`src/rtl/mul32_seq_pkg.sv`:
```
// Shared definitions for the sequential shift-add multiplier: FSM state
// encodings and default sizing constants.
package mul32_seq_pkg;

    localparam int WIDTH_DEF = 32;
    localparam int CNT_W_DEF = 6;

    typedef enum logic [1:0] {
        S_IDLE = 2'd0,
        S_RUN  = 2'd1,
        S_DONE = 2'd2
    } state_t;

endpackage

```
`src/rtl/mul32_seq_if.sv`:
```
// Request/response bundle of the multiplier: operands and start in,
// busy/done/product out.
interface mul32_seq_if
    import mul32_seq_pkg::*;
#(
    parameter int WIDTH = WIDTH_DEF
);
    logic               start;
    logic [WIDTH-1:0]   A;
    logic [WIDTH-1:0]   B;
    logic               busy;
    logic               done;
    logic [2*WIDTH-1:0] P;

    modport master (output start, A, B, input busy, done, P);
    modport slave  (input start, A, B, output busy, done, P);
endinterface

```
`src/rtl/mul32_seq_add.sv`:
```
// Add-with-carry adder: S = A + B + C0 with the carry kept in S[WIDTH].
module mul32_seq_add #(
    parameter int WIDTH = 32
) (
    input  logic [WIDTH-1:0] i_a,
    input  logic [WIDTH-1:0] i_b,
    input  logic             i_c0,
    output logic [WIDTH:0]   o_s
);

    assign o_s = {1'b0, i_a} + {1'b0, i_b} + {{WIDTH{1'b0}}, i_c0};

endmodule

```
`src/rtl/mul32_seq.sv`:
```
// Iterative unsigned shift-add multiplier: one partial-product accumulate per
// cycle through the shared adder, 2*WIDTH-bit product after WIDTH iterations.
module mul32_seq
    import mul32_seq_pkg::*;
#(
    parameter int WIDTH = WIDTH_DEF,
    parameter int CNT_W = CNT_W_DEF
) (
    input  logic        clk,
    input  logic        rst_n,
    mul32_seq_if.slave  bus
);

    state_t               r_state;
    logic [WIDTH-1:0]     r_mcand;
    logic [WIDTH-1:0]     r_hi;
    logic [WIDTH-1:0]     r_lo;
    logic [CNT_W-1:0]     r_cnt;
    logic                 r_busy;
    logic                 r_done;
    logic [2*WIDTH-1:0]   r_p;

    state_t               w_state_nxt;
    logic [WIDTH-1:0]     w_mcand_nxt;
    logic [WIDTH-1:0]     w_hi_nxt;
    logic [WIDTH-1:0]     w_lo_nxt;
    logic [CNT_W-1:0]     w_cnt_nxt;
    logic                 w_busy_nxt;
    logic                 w_done_nxt;
    logic [2*WIDTH-1:0]   w_p_nxt;

    logic [WIDTH-1:0]     w_addend;
    logic [WIDTH:0]       w_sum;

    // The carry out of the accumulate lands in hi's MSB after the shift.
    assign w_addend = r_lo[0] ? r_mcand : {WIDTH{1'b0}};

    mul32_seq_add #(.WIDTH(WIDTH)) u_add (
        .i_a  (r_hi),
        .i_b  (w_addend),
        .i_c0 (1'b0),
        .o_s  (w_sum)
    );

    // Next-state and next-value decode for the FSM and datapath.
    always_comb begin
        w_state_nxt = r_state;
        w_mcand_nxt = r_mcand;
        w_hi_nxt    = r_hi;
        w_lo_nxt    = r_lo;
        w_cnt_nxt   = r_cnt;
        w_busy_nxt  = 1'b0;
        w_done_nxt  = 1'b0;
        w_p_nxt     = r_p;
        case (r_state)
            S_IDLE: begin
                if (bus.start) begin
                    w_mcand_nxt = bus.A;
                    w_hi_nxt    = {WIDTH{1'b0}};
                    w_lo_nxt    = bus.B;
                    w_cnt_nxt   = {CNT_W{1'b0}};
                    w_state_nxt = S_RUN;
                    w_busy_nxt  = 1'b1;
                end else begin
                    w_state_nxt = S_IDLE;
                end
            end
            S_RUN: begin
                w_hi_nxt  = w_sum[WIDTH:1];
                w_lo_nxt  = {w_sum[0], r_lo[WIDTH-1:1]};
                w_cnt_nxt = r_cnt + {{(CNT_W-1){1'b0}}, 1'b1};
                if (r_cnt == CNT_W'(WIDTH-1)) begin
                    w_p_nxt     = {w_sum, r_lo[WIDTH-1:1]};
                    w_done_nxt  = 1'b1;
                    w_state_nxt = S_DONE;
                end else begin
                    w_busy_nxt  = 1'b1;
                end
            end
            S_DONE: begin
                w_state_nxt = S_IDLE;
            end
            default: begin
                w_state_nxt = S_IDLE;
            end
        endcase
    end

    // State, datapath and output registers.
    always_ff @(posedge clk or negedge rst_n) begin
        if (!rst_n) begin
            r_state <= S_IDLE;
            r_mcand <= {WIDTH{1'b0}};
            r_hi    <= {WIDTH{1'b0}};
            r_lo    <= {WIDTH{1'b0}};
            r_cnt   <= {CNT_W{1'b0}};
            r_busy  <= 1'b0;
            r_done  <= 1'b0;
            r_p     <= {(2*WIDTH){1'b0}};
        end else begin
            r_state <= w_state_nxt;
            r_mcand <= w_mcand_nxt;
            r_hi    <= w_hi_nxt;
            r_lo    <= w_lo_nxt;
            r_cnt   <= w_cnt_nxt;
            r_busy  <= w_busy_nxt;
            r_done  <= w_done_nxt;
            r_p     <= w_p_nxt;
        end
    end

    assign bus.busy = r_busy;
    assign bus.done = r_done;
    assign bus.P    = r_p;

endmodule
```
`src/flat_wrapper.sv`:
```
// flat-port wrapper written by rule: the top's interface ports become plain ports
module mul32_seq_flat import mul32_seq_pkg::*;
#(
    parameter int WIDTH = WIDTH_DEF,
    parameter int CNT_W = CNT_W_DEF
)
  (clk, rst_n, bus_start, bus_A, bus_B, bus_busy, bus_done, bus_P);
  mul32_seq_if #(.WIDTH(WIDTH)) bus_i ();
  input  logic clk;
  input  logic rst_n;
  input wire logic [$bits(bus_i.start)-1:0] bus_start;
  input wire logic [$bits(bus_i.A)-1:0] bus_A;
  input wire logic [$bits(bus_i.B)-1:0] bus_B;
  output wire logic [$bits(bus_i.busy)-1:0] bus_busy;
  output wire logic [$bits(bus_i.done)-1:0] bus_done;
  output wire logic [$bits(bus_i.P)-1:0] bus_P;
  assign bus_i.start = bus_start;
  assign bus_i.A = bus_A;
  assign bus_i.B = bus_B;
  assign bus_busy = bus_i.busy;
  assign bus_done = bus_i.done;
  assign bus_P = bus_i.P;
  mul32_seq #(.WIDTH(WIDTH), .CNT_W(CNT_W)) u_core (.clk(clk), .rst_n(rst_n), .bus(bus_i));
endmodule
```
`config.mk`:
```
export PLATFORM = sky130hd
export DESIGN_NAME = mul32_seq_flat
export DESIGN_NICKNAME = d
export VERILOG_FILES = /design/src/rtl/mul32_seq_pkg.sv /design/src/rtl/mul32_seq_if.sv /design/src/rtl/mul32_seq_add.sv /design/src/rtl/mul32_seq.sv /design/src/flat_wrapper.sv
export SDC_FILE = /design/constraint.sdc
export NUM_CORES = 1
export LEC_CHECK = 0
export ABC_CLOCK_PERIOD_IN_PS = 3350
export CAP_MARGIN = 0
export CORE_UTILIZATION = 50
export CTS_BUF_LIST = sky130_fd_sc_hd__clkbuf_16
export DETAILED_ROUTE_END_ITERATION = 10
export PLACE_DENSITY = 0.73
export REMOVE_ABC_BUFFERS = 1
export SLEW_MARGIN = 10
export SYNTH_ARGS = -nofsm -noshare
export SYNTH_HDL_FRONTEND = slang
export SYNTH_SLANG_ARGS = --single-unit
```
`constraint.sdc`:
```
create_clock -name clk -period 3.35 [get_ports clk]
set_input_delay 0.67 -clock clk [delete_from_list [all_inputs] [get_ports clk]]
set_output_delay 0.67 -clock clk [all_outputs]
set_load 0.02 [all_outputs]
```
==> results_dict.tcl, run 1 <==
set metrics [dict create \
    grt_max_degree 65 \
    drive_gt1_share_pct 11.8 \
    yosys_register_bits 170 \
    die_area_mm2 0.0185 \
    grt_usage_pct 25.5 \
    drc 0 \
    hold_path_class "in2async" \
    syn_inst 921 \
    worstPathRequired_ns 3.67 \
    die_y_um 136 \
    die_w_um 136 \
    p_leak_nw 5.05 \
    ys_warn_count 0 \
    worst_slew_pin_slew_ns 0.761 \
    critPathLaunchType "flip-flop" \
    path_buf_inv 1 \
    path_clk_slew_ns 0.07 \
    finClkSkew_ns 0.00908 \
    drv_cap 0 \
    outcome "finished clean" \
    slowest_delay_ns 0.44 \
    rows 48 \
    syn_avg_cell_area_um2 9.74 \
    grt_pass1_vias 7092 \
    crit_arrival_ns 3.24 \
    hold_viol 0 \
    async_flop_share_pct 100 \
    root_buffer "clkbuf_16" \
    cts_tree "yes" \
    port_buffers 132 \
    post_cts_resized 0 \
    netlist.area_leader.share_pct 47.4 \
    r2r_slack_ns 0.43 \
    routedWlPerCell_um 17.5 \
    synth_edf_count 0 \
    post-cts-setup-buffer-count 0 \
    irDropWorstVdd_mv 0.454 \
    finalSetupViolCount 0 \
    cts_buffers 17 \
    dp.final_hpwl_um 14900 \
    worst-path-max-fanout 20 \
    maxSlewViolCount 0 \
    crit_family "compound AO/OA/AOI/OAI gates" \
    postRouteAntennaNets 0 \
    gp_congestion 0.896 \
    hold_buffers 0 \
    grt_setup_unrepaired "false" \
    slew-limit-headroom_pct 49.3 \
    ctsHtreeMaxLevel 4 \
    ys.flop_type "dfrtp_1" \
    critPathKind "reg2reg" \
    clock_latency_ns 0.44 \
    io_pins 133 \
    mostFrequentLayoutCells "nand2_1, dfrtp_1, clkdlybuf4s50_1, a21oi_1, o21ai_0" \
    endpoint_kind "flip-flop" \
    drt_iter0_markers 549 \
    cts_sinks 170 \
    yosys.area.top_type "dfrtp_1" \
    area_growth_pct 23.8 \
    fmax_mhz 343 \
    syn_area_mm2 0.00897 \
    cts.path.max_buffers 2 \
    period_share_pct 87.1 \
    nets 1135 \
    synthTopCellsByArea "dfrtp_1, nand2_1, mux2_2" \
    fillerInstances 1475 \
    fin_crit_ns 2.92 \
    power_w 0.0107 \
    core-area_mm2 0.0174 \
    slowest_stage "o2bb2ai_1" \
    diodes 0 \
    utilization_pct 63.7 \
    path_cells "buf_4 > and2_1 > ha_1 > nand2_1 > o21ai_1 > a31oi_1 > o2bb2ai_1 > a2bb2oi_2 > or3_1 > o211a_1" \
    antenna_found_initial 0 \
    start_util_pct 51.5 \
    first_pass_iters 5 \
    vias 7271 \
    synth_cell_type_count 66 \
    gr-total-overflow 0 \
    pwr_density_cell_mw_per_mm2 968 \
    finalWirelength_um 22200 \
    post_drt_via_cell_ratio 5.72 \
    grt_first_pass_wirelength_um 36900 \
    yosysSeqAreaShare_pct 47.4 \
]
==> power breakdown <==
group	switching, W	leakage [nW]	internal (W)
combinational	0.00282	2.60	0.00232
clock	0.000870	0.304	0.00119
sequential	0.000604	2.15	0.00293
==> routing by layer <==
metal	wire, um	track usage [%]
met5	0	0
met4	422	7.96
met3	1060	5.15
met2	10200	39.5
met1	10500	36.0
==> metrics by stage <==
step           setup slack (ns)  cell area, um^2  std cells  TNS, ns  hold WS, ns
2_1_floorplan             -2.71             8720        866  -168.38        0.374
3_3_place_gp              0.552            10500       1240        0        0.457
3_5_place_dp              0.526            10500       1240        0        0.462
4_1_cts                   0.510            11100       1272        0        0.234
5_1_grt                   0.237            11100       1272        0        0.260
6_report                  0.432            11100       1272        0        0.217
==> logic make-up (layout without fill, tap and decap cells) <==
kind of cell / Yosys count / after routing / share of synthesized area [%]
AND/OR/NAND/NOR: 317 / 317 / 16.7
XOR/XNOR: 26 / 26 / 2.54
flip-flops: 170 / 170 / 47.4
adder cells (fa/ha/maj): 34 / 34 / 4.83
multiplexers: 49 / 49 / 6.14
AO/OA/AOI/OAI: 261 / 261 / 19.2
buffers and inverters: 64 / 190 / 3.12
==> sequential cells by signal, summed over array words and instances, names as in the netlist <==
register         flops
u_core.r_lo         32
u_core.bus.done      1
u_core.r_hi         32
u_core.bus.busy      1
u_core.r_state       2
u_core.r_cnt         6
u_core.r_mcand      32
u_core.bus.P        64
==> layout make-up <==
type	instances	area, um^2	area share (%)
flip-flops and latches	170	4250	38.3
clock buffers	17	425	3.83
inverters	9	33.8	0.304
multi-input cells	687	4460	40.2
repair buffers	149	1460	13.2
well taps	225	282	2.54
clock inverters	15	186	1.68
==> cells in the mapped netlist, types with 13 or more instances <==
cell / n
a21oi_1: 72
a22o_1: 25
a22oi_1: 32
and2_1: 34
clkbuf_1: 39
dfrtp_1: 170
ha_1: 33
mux2_2: 47
nand2_1: 171
nand4_1: 13
nor2_1: 25
nor2b_1: 36
o21ai_0: 71
xnor2_1: 15
==> path summary, 6_finish.rpt <==
kind                       cells past startpoint              from                  to
max                                           10    u_core.r_lo[0]    u_core.bus.P[60]
min                                            1             rst_n  u_core.r_mcand[11]
max reg2reg                                   10    u_core.r_lo[0]    u_core.bus.P[60]
min reg2reg                                    2  u_core.bus.P[43]    u_core.bus.P[43]
max in group asynchronous                      2             rst_n     u_core.r_lo[17]
min in group clk                               2  u_core.bus.P[43]    u_core.bus.P[43]
(Power assumes the default switching activity.)
==> run 2, diff against run 1 <==
--- a/config.mk
+++ b/config.mk
@@ -12,7 +12,7 @@
 export DETAILED_ROUTE_END_ITERATION = 10
 export PLACE_DENSITY = 0.73
 export REMOVE_ABC_BUFFERS = 1
-export SLEW_MARGIN = 10
+export SLEW_MARGIN = 20
 export SYNTH_ARGS = -nofsm -noshare
 export SYNTH_HDL_FRONTEND = slang
 export SYNTH_SLANG_ARGS = --single-unit
==> results of run 2 <==
Same layout as run 1: the final DEF is identical, and so are final timing and power.
==> run 3, diff against run 2 <==
--- a/config.mk
+++ b/config.mk
@@ -15,4 +15,6 @@
 export SLEW_MARGIN = 20
 export SYNTH_ARGS = -nofsm -noshare
 export SYNTH_HDL_FRONTEND = slang
+export SYNTH_HIERARCHICAL = 1
 export SYNTH_SLANG_ARGS = --single-unit
+export TNS_END_PERCENT = 10
==> results_dict.tcl, run 3 <==
set metrics [dict create \
    outcome "finished clean" \
    critPathKind "reg2reg" \
    yosysMostFrequentCell "dfrtp_1" \
    pwr_density_cell_mw_per_mm2 955 \
    final_common_cell "dfrtp_1" \
    worst-path-max-fanout 4 \
    routed.top_layer "met4" \
    routedWlPerCell_um 17.5 \
    synthTopCellsByCount "dfrtp_1, nand2_1, o21ai_0" \
    clkPwrFrac_pct 18.8 \
    rows 47 \
    drt_iter0_markers 452 \
    utilization_pct 64.6 \
    cts_tree "yes" \
    grt_max_degree 75 \
    dp.final_hpwl_um 13400 \
    drive_gt1_share_pct 14.4 \
    hold_viol 0 \
    fmax_mhz 306 \
    irDropWorstVdd_mv 0.473 \
    nets 1024 \
    pwr-share-comb_pct 47.2 \
    start_util_pct 51.6 \
    netlist.area_leader.share_pct 49.4 \
    finClkSkew_ns 0.0102 \
    core-area_mm2 0.0167 \
    mostFrequentLayoutCells "dfrtp_1, nand2_1, clkdlybuf4s50_1, o21ai_0, mux2_4" \
    syn_avg_cell_area_um2 10.8 \
    cts.path.max_buffers 2 \
    drv_cap 0 \
    vias 6536 \
    fin_crit_ns 3.27 \
    worstPathRequired_ns 3.66 \
    grt_pass1_vias 6565 \
    die_y_um 133 \
    synthTopCellsByArea "dfrtp_1, nand2_1, mux2_4" \
    drc 0 \
    dr_wl_met2_um 9490 \
    syn_area_mm2 0.00862 \
    gr-total-overflow 0 \
    root_buffer "clkbuf_16" \
    ys_warn_count 6 \
    crit_arrival_ns 3.58 \
    hold_path_class "in2async" \
    syn_inst 796 \
    diodes 0 \
    post_drt_via_cell_ratio 5.65 \
    synth_edf_count 0 \
    worst_slew_pin_slew_ns 0.685 \
    fillerInstances 1367 \
    wl_met1_um 9650 \
    postRouteAntennaNets 0 \
    first_pass_iters 5 \
    slew-limit-headroom_pct 54.3 \
    slowest_stage "fa_1" \
    met3_length_um 877 \
    gp_congestion 0.874 \
    die_area_mm2 0.0178 \
    cts_buffers 17 \
    period_share_pct 97.5 \
    worst_path_most_repeated_cell "fa_1" \
    hold_buffers 0 \
    synth_cell_type_count 63 \
    io_pins 133 \
    largest_register_ffs 64 \
    finalSetupViolCount 0 \
    yosys.area.top_type "dfrtp_1" \
    pwr-share-seq_pct 33.9 \
    power_w 0.0103 \
    maxSlewViolCount 0 \
    cts_sinks 170 \
    yosys_register_bits 170 \
    area_growth_pct 25.2 \
    port_buffers 132 \
    endpoint_kind "flip-flop" \
    path_cells "and2_1 > fa_1 > fa_1 > a211oi_2 > o21bai_2 > o2111ai_2 > a31oi_2 > a21boi_2 > buf_4 > o31ai_1 > xor2_1 > mux2_4" \
    ys.flop_type "dfrtp_1" \
    grt_first_pass_wirelength_um 33500 \
    path_clk_slew_ns 0.07 \
    switching_share_pct 38.1 \
    yosysSeqAreaShare_pct 49.4 \
    p_sw_w 0.00393 \
    p_leak_nw 5.17 \
    async_flop_share_pct 100 \
    grt_setup_unrepaired "true" \
    finalWirelength_um 20200 \
    critPathLaunchType "flip-flop" \
    intPower_w 0.00638 \
    slowest_delay_ns 0.43 \
    die_w_um 133 \
    grt_usage_pct 23.8 \
    clock_latency_ns 0.43 \
    antenna_found_initial 0 \
    ctsHtreeMaxLevel 4 \
]
==> run 3: worst max-delay path: cells and delay by family, from the launching register on <==
kind,cells,cell delay (ns)
AOI/OAI and AO/OA,6,1.16
xor gates and xnor gates,1,0.16
adders and majority gates,2,0.84
buffers and inverters,1,0.16
DFF,1,0.38
muxes,1,0.28
and+or+nand+nor,1,0.17
==> run 3: through the flow <==
step / TNS, ns / cells / cell area, um^2 / worst slack, ns / hold WS (ns)
after detailed placement: 0 / 1122 / 10200 / 0.0139 / 0.455
after floorplan: -114.93 / 752 / 8390 / -1.76 / 0.374
after global placement: 0 / 1122 / 10200 / 0.0544 / 0.452
after CTS: 0 / 1154 / 10800 / 0.0186 / 0.278
after global routing: -0.180 / 1156 / 10800 / -0.0582 / 0.306
final: 0 / 1156 / 10800 / 0.0828 / 0.269
==> run 3: path summary, 6_finish.rpt <==
path                       depth (start not counted)                  to  slack (ns)               start
max                                               12    u_core/bus.P[49]        0.08   u_core/r_mcand[0]
min                                                1    u_core/bus.P[12]        0.27               rst_n
max reg2reg                                       12    u_core/bus.P[49]        0.08   u_core/r_mcand[0]
min reg2reg                                        2  u_core/r_mcand[20]        0.46  u_core/r_mcand[20]
max in group asynchronous                          2      u_core/r_lo[1]        2.25               rst_n
min in group clk                                   2  u_core/r_mcand[20]        0.46  u_core/r_mcand[20]
==> run 3: repair_timing <==
action / CTS / global route
resized for setup: 1 / 4
hold endpoints to repair: 0 / 0
setup buffers: 0 / 2
pin swaps: 2 / 4
endpoints found under the setup margin: 2 / 10
==> run 3: area by class of cell <==
type,count,area (um^2),share of cell area (%)
flip-flops and latches,170,4250,39.4
well taps,220,275,2.55
clock buffers,17,425,3.94
multi-input cells,574,4160,38.5
repair buffers,152,1500,13.9
inverters,8,30.0,0.278
clock inverters,15,150,1.39
==> run 3: power groups by stage <==
stage	clock, W	sequential [W]	combinational [W]
2_1_floorplan	0	0.00378	0.00292
3_3_place_gp	0	0.00350	0.00470
3_5_place_dp	0	0.00352	0.00481
4_1_cts	0.00197	0.00350	0.00486
5_1_grt	0.00206	0.00361	0.00530
6_report	0.00194	0.00350	0.00487
==> run 3: cells by family (layout without fill, tap and decap cells) <==
family / count (synthesis) / count (layout) / share of synthesized area (%)
DFF: 170 / 170 / 49.4
other: 1 / 1 / 0.0435
muxes: 67 / 67 / 10.4
adders and majority gates: 34 / 34 / 5.11
AOI/OAI and AO/OA: 200 / 200 / 16.2
and+or+nand+nor: 243 / 243 / 13.0
buffers and inverters: 52 / 192 / 2.96
xor gates and xnor gates: 29 / 29 / 2.95
==> run 3: routing by layer <==
metal	vias to the layer above	GRT usage, %
met2	195	38.5
li1	3094	-
met4	0	7.07
met3	19	3.08
met1	3228	33.4
met5	-	0
